[config.mk]
export PLATFORM = sky130hd
export DESIGN_NAME = fifo_uart_tx_flat
export DESIGN_NICKNAME = d
export VERILOG_FILES = /design/src/rtl/fifo_uart_tx_if.sv /design/src/rtl/fifo_uart_tx.sv /design/src/flat_wrapper.sv
export SDC_FILE = /design/constraint.sdc
export NUM_CORES = 1
export LEC_CHECK = 0
export BUFFER_PORTS_ARGS = -buffer_cell sky130_fd_sc_hd__buf_2
export CAP_MARGIN = 40
export CORE_UTILIZATION = 40
export DETAILED_ROUTE_END_ITERATION = 12
export REMOVE_ABC_BUFFERS = 1
export SLEW_MARGIN = 25
export SYNTH_ARGS = -nofsm -noshare
export SYNTH_HDL_FRONTEND = slang
export SYNTH_SLANG_ARGS = --single-unit
[constraint.sdc]
create_clock -name clk -period 2.4 [get_ports clk]
set_clock_uncertainty 0.05 [all_clocks]
set_input_delay 0.36 -clock clk [delete_from_list [all_inputs] [get_ports clk]]
set_output_delay 0.36 -clock clk [all_outputs]
set_load 0.01 [all_outputs]
[src/rtl/fifo_uart_tx_if.sv]
// FIFO read-side link between the byte FIFO (master) and the UART transmitter (slave).
interface fifo_uart_tx_if;
  logic       fifo_ready;
  logic [7:0] fifo_data;
  logic       fifo_read;

  modport master (output fifo_ready, output fifo_data, input fifo_read);
  modport slave  (input fifo_ready, input fifo_data, output fifo_read);
endinterface

[src/rtl/fifo_uart_tx.sv]
// UART transmitter draining a byte FIFO: start, 8 data bits LSB-first, optional even parity, stop.
// Outputs are registered from next-state values, so txd/busy/done track the state they describe.
module fifo_uart_tx #(
  parameter int CLKS_PER_BIT = 16,
  parameter bit PARITY_EN    = 1'b0
) (
  input  logic           clk,
  input  logic           clr,
  input  logic           enable,
  fifo_uart_tx_if.slave  fifo,
  output logic           txd,
  output logic           busy,
  output logic           done
);
  localparam int BW = (CLKS_PER_BIT > 1) ? $clog2(CLKS_PER_BIT) : 1;
  localparam logic [BW-1:0] BAUD_LAST = BW'(CLKS_PER_BIT - 1);

  typedef enum logic [2:0] {IDLE, START, DATA, PARITY, STOP} state_e;

  state_e        state_q, state_d;
  logic [BW-1:0] baud_q, baud_d;
  logic [2:0]    bit_q, bit_d;
  logic [7:0]    shreg_q, shreg_d;
  logic          par_q, par_d;
  logic          txd_q, txd_d;
  logic          busy_q, busy_d;
  logic          done_q, done_d;
  logic          bit_end, pop;

  assign bit_end = (baud_q == BAUD_LAST);
  assign pop     = ~clr & enable & fifo.fifo_ready &
                   ((state_q == IDLE) | ((state_q == STOP) & bit_end));
  assign fifo.fifo_read = pop;

  always_comb begin
    state_d = state_q;
    baud_d  = bit_end ? '0 : baud_q + BW'(1);
    bit_d   = bit_q;
    shreg_d = shreg_q;
    par_d   = par_q;
    unique case (state_q)
      IDLE: begin
        baud_d = '0;
        if (pop) state_d = START;
      end
      START:  if (bit_end) state_d = DATA;
      DATA: begin
        if (bit_end) begin
          shreg_d = shreg_q >> 1;
          bit_d   = bit_q + 3'd1;
          if (bit_q == 3'd7) state_d = PARITY_EN ? PARITY : STOP;
        end
      end
      PARITY: if (bit_end) state_d = STOP;
      STOP:   if (bit_end) state_d = pop ? START : IDLE;
      default: state_d = IDLE;
    endcase
    // Loading here covers both the IDLE pop and the gapless pop on the last stop cycle.
    if (pop) begin
      shreg_d = fifo.fifo_data;
      par_d   = ^fifo.fifo_data;
      bit_d   = 3'd0;
    end

    unique case (state_d)
      START:   txd_d = 1'b0;
      DATA:    txd_d = shreg_d[0];
      PARITY:  txd_d = par_d;
      default: txd_d = 1'b1;
    endcase
    busy_d = (state_d != IDLE);
    done_d = (state_d == STOP) && (baud_d == BAUD_LAST);
  end

  always_ff @(posedge clk) begin
    if (clr) begin
      state_q <= IDLE;
      baud_q  <= '0;
      bit_q   <= '0;
      shreg_q <= '0;
      par_q   <= 1'b0;
      txd_q   <= 1'b1;
      busy_q  <= 1'b0;
      done_q  <= 1'b0;
    end else begin
      state_q <= state_d;
      baud_q  <= baud_d;
      bit_q   <= bit_d;
      shreg_q <= shreg_d;
      par_q   <= par_d;
      txd_q   <= txd_d;
      busy_q  <= busy_d;
      done_q  <= done_d;
    end
  end

  assign txd  = txd_q;
  assign busy = busy_q;
  assign done = done_q;
endmodule
[src/flat_wrapper.sv]
// flat-port wrapper written by rule: the top's interface ports become plain ports
module fifo_uart_tx_flat 
#(
  parameter int CLKS_PER_BIT = 16,
  parameter bit PARITY_EN    = 1'b0
)
  (clk, clr, enable, txd, busy, done, fifo_fifo_ready, fifo_fifo_data, fifo_fifo_read);
  fifo_uart_tx_if fifo_i ();
  input  logic clk;
  input  logic clr;
  input  logic enable;
  output logic txd;
  output logic busy;
  output logic done;
  input wire logic [$bits(fifo_i.fifo_ready)-1:0] fifo_fifo_ready;
  input wire logic [$bits(fifo_i.fifo_data)-1:0] fifo_fifo_data;
  output wire logic [$bits(fifo_i.fifo_read)-1:0] fifo_fifo_read;
  assign fifo_i.fifo_ready = fifo_fifo_ready;
  assign fifo_i.fifo_data = fifo_fifo_data;
  assign fifo_fifo_read = fifo_i.fifo_read;
  fifo_uart_tx #(.CLKS_PER_BIT(CLKS_PER_BIT), .PARITY_EN(PARITY_EN)) u_core (.clk(clk), .clr(clr), .enable(enable), .fifo(fifo_i), .txd(txd), .busy(busy), .done(done));
endmodule
==> impl_metrics.csv <==
group,metric,value,unit
power_and_ir_drop,switching_share,23.8,%
layout,area_growth,11.4,%
detailed_routing,dr.max_layer_used,"met4",
global_routing,antenna_found_initial,0,
synthesis,synth.distinct_cells,37,
die,boundaryPins,16,
detailed_routing,wl_met2,838,microns
power_and_ir_drop,p_clk_share,29.9,%
power_and_ir_drop,internal_power,0.512,mW
layout,layout-drive-gt1-share,25.0,%
detailed_routing,via_count,814,
clocking,clk_latency,0.31,ns
clocking,clk_pin_slew,0.12,ns
power_and_ir_drop,switchingPower,0.160,mW
synthesis,synth_seq_area_share,40.5,%
die,die-height,54.2,microns
setup_path,r2r_slack,0.21,ns
synthesis,syn_area,0.00109,sq mm
global_routing,grt_max_degree,20,
setup_path,crit_type,"reg2out",
setup_path,path_max_fanout,7,
die,die-area,0.00293,sq mm
sta,fin_crit_sh,93.3,%
power_and_ir_drop,p_seq_share,57.6,%
detailed_routing,drt-initial-drc-count,10,
place,hpwl,1390,microns
layout,multi_input_area,599,sq um
die,rows,18,
layout,nFillCells,257,
die,start_util,43.2,%
detailed_routing,wl_met3,86,microns
synthesis,syn-instance-count,109,
synthesis,ys_ff_latch,22,
setup_path,crit_required,1.99,ns
setup_path,start_kind,"register",
layout,final_nets,140,
global_routing,grtUsageTotal,15.7,%
die,fp.coreArea,0.00252,sq mm
global_routing,grt_pass1_vias,753,
power_and_ir_drop,leakage,0.517,nW
sta,worstMarginPinSlew,0.535,ns
detailed_routing,final_antenna_net_count,0,
sta,finalSetupViolCount,0,
detailed_routing,drt_wl_total,1890,microns
global_routing,grt_pass1_wl,3270,microns
worst_hold_path,min_path_type,"in2reg",
place,gp_congestion,0.792,
layout,most-common-layout-cells,"dfxtp_1 (22), buf_2 (15), nor2_1 (11), mux2i_1 (9), xnor2_1 (8)",
sta,final-hold-violation-count,0,
detailed_routing,viasPerCell,5.29,
place,port_buffers,15,
die,die_x,54.2,microns
power_and_ir_drop,max-vdd-ir-drop,0.363,mV
clocking,ctsResizeCount,0,
clocking,clockBufferDepth,2,
detailed_routing,routedWlPerCell,12.3,microns
layout,num_antenna_cells,0,
clocking,cts_setup_buffers,0,
layout,design_area,0.00121,sq mm
layout,final_common_cell,"dfxtp_1",
synthesis,ys.warnings.count,0,
sta,fin_crit,2.24,ns
setup_path,crit_arrival,1.83,ns
detailed_routing,wl_met1,954,microns
clocking,cts_hold_buf,0,
detailed_routing,dr.pass1.iters,4,
global_routing,overflow,0,
setup_path,end_kind,"primary output",
clocking,cts_made_buffers,3,
detailed_routing,drc,0,
sta,fin_tns_setup,0,ns
clocking,cts_htree_levels,1,
synthesis,avgSynthCellArea,9.99,sq um
sta,drv_slew,0,
power_and_ir_drop,comb_power_share,12.5,%
clocking,clkSinkCount,22,
layout,ff_latch_area,440,sq um
sta,max_freq,0.446,GHz
sta,max_slew_margin,64.1,%
power_and_ir_drop,p_per_area,554,mW/mm^2
clocking,cts-root-buf,"clkbuf_4",
place,dpl_cell_area,0.00118,sq mm
sta,rsz0062_at_grt,"no",
job,max_cap_violations,0,
outcome,status,"completed",
clocking,cts_tree,"done",
-- path summary, 6_finish.rpt --
kind                     startpoint                end  depth (start not counted)
setup / recovery   u_core.baud_q[0]     fifo_fifo_read                          6
hold / removal    fifo_fifo_data[7]  u_core.shreg_q[7]                          3
setup reg to reg   u_core.baud_q[0]         u_core.txd                          6
hold reg to reg   u_core.shreg_q[7]  u_core.shreg_q[7]                          2
-- state kept, by name, indices dropped and copies added, names as in the netlist --
register,flops
u_core.baud_q,4
u_core.bit_q,3
u_core.busy,1
u_core.done,1
u_core.par_q,1
u_core.shreg_q,8
u_core.state_q,3
u_core.txd,1
-- stage by stage --
| stage | utilization [%] | power (mW) | std cells | setup WS [ns] | hold WS (ns) |
|---|---|---|---|---|---|
| after CTS | 48.1 | 0.683 | 154 | 0.145 | 0.233 |
| after floorplan | - | 0.447 | 103 | 0.404 | 0.375 |
| after detailed placement | 46.6 | 0.480 | 150 | 0.250 | 0.414 |
| after global routing | 48.1 | 0.709 | 154 | 0.0217 | 0.259 |
| final | 48.1 | 0.672 | 154 | 0.160 | 0.246 |
| after global placement | 46.6 | 0.478 | 150 | 0.327 | 0.416 |
-- critical path, stage by stage (launching register included) --
cell and delay, ns:
dfxtp_1 0.41, ha_1 0.25, nand3_2 0.14, and2_1 0.22, or2_1 0.25, clkinv_2 0.10, buf_2 0.14
-- Yosys cell counts, drive strengths merged --
cell type | instances | share of area [%]
nor4b | 2 | 1.6
nor2 | 11 | 3.8
ha | 3 | 3.4
a211oi | 9 | 9.0
xor2 | 1 | 0.80
nor4 | 1 | 0.58
inv | 1 | 0.34
nor2b | 2 | 1.1
and3 | 1 | 0.58
o21ai | 3 | 1.4
dfxtp | 22 | 40
xnor2 | 8 | 6.4
or4b | 1 | 1.3
and2 | 1 | 0.58
o22ai | 1 | 0.58
a21boi | 1 | 0.69
nand2 | 2 | 0.69
a21oi | 6 | 2.8
clkbuf | 2 | 0.69
clkinv | 1 | 0.46
and4b | 1 | 0.92
nand3b | 2 | 1.4
or2 | 1 | 0.58
nand4b | 2 | 1.6
o21a | 1 | 0.69
nor3 | 5 | 2.8
nand3 | 2 | 1.4
mux2i | 9 | 8.3
or3 | 1 | 0.58
nor3b | 1 | 0.69
a311o | 1 | 0.92
buf | 4 | 3.0
-- power by group through the flow --
stage	clock, mW	sequential [mW]	combinational [mW]
after CTS	0.212	0.387	0.0845
after global routing	0.226	0.389	0.0937
after detailed placement	0	0.395	0.0840
after floorplan	0	0.395	0.0518
after global placement	0	0.395	0.0834
final	0.201	0.387	0.0837
-- cell type report --
cell class | count | area share [%]
multi-input combinational | 79 | 49.4
sequential | 22 | 36.3
inverter | 2 | 0.722
tap | 30 | 3.10
clock buffer | 4 | 2.99
timing repair buffer | 17 | 7.43
-- per-layer routing --
layer / vias to the layer above / global-route usage, %
met5: - / 0
met4: 0 / 3.85
li1: 425 / -
met3: 2 / 5.93
met2: 16 / 23.6
met1: 371 / 21.0
-- kinds of logic (layout without fill, tap and decap cells) --
family                     after synthesis  after routing  synth area share [%]
muxes                                    9              9                  8.28
DFF                                     22             22                  40.5
AOI/OAI and AO/OA                       22             22                  16.0
and+or+nand+nor                         36             36                  20.1
xor gates and xnor gates                 9              9                  7.24
buffers and inverters                    8             23                  4.48
adders and majority gates                3              3                  3.45
(Power assumes the default switching activity.)
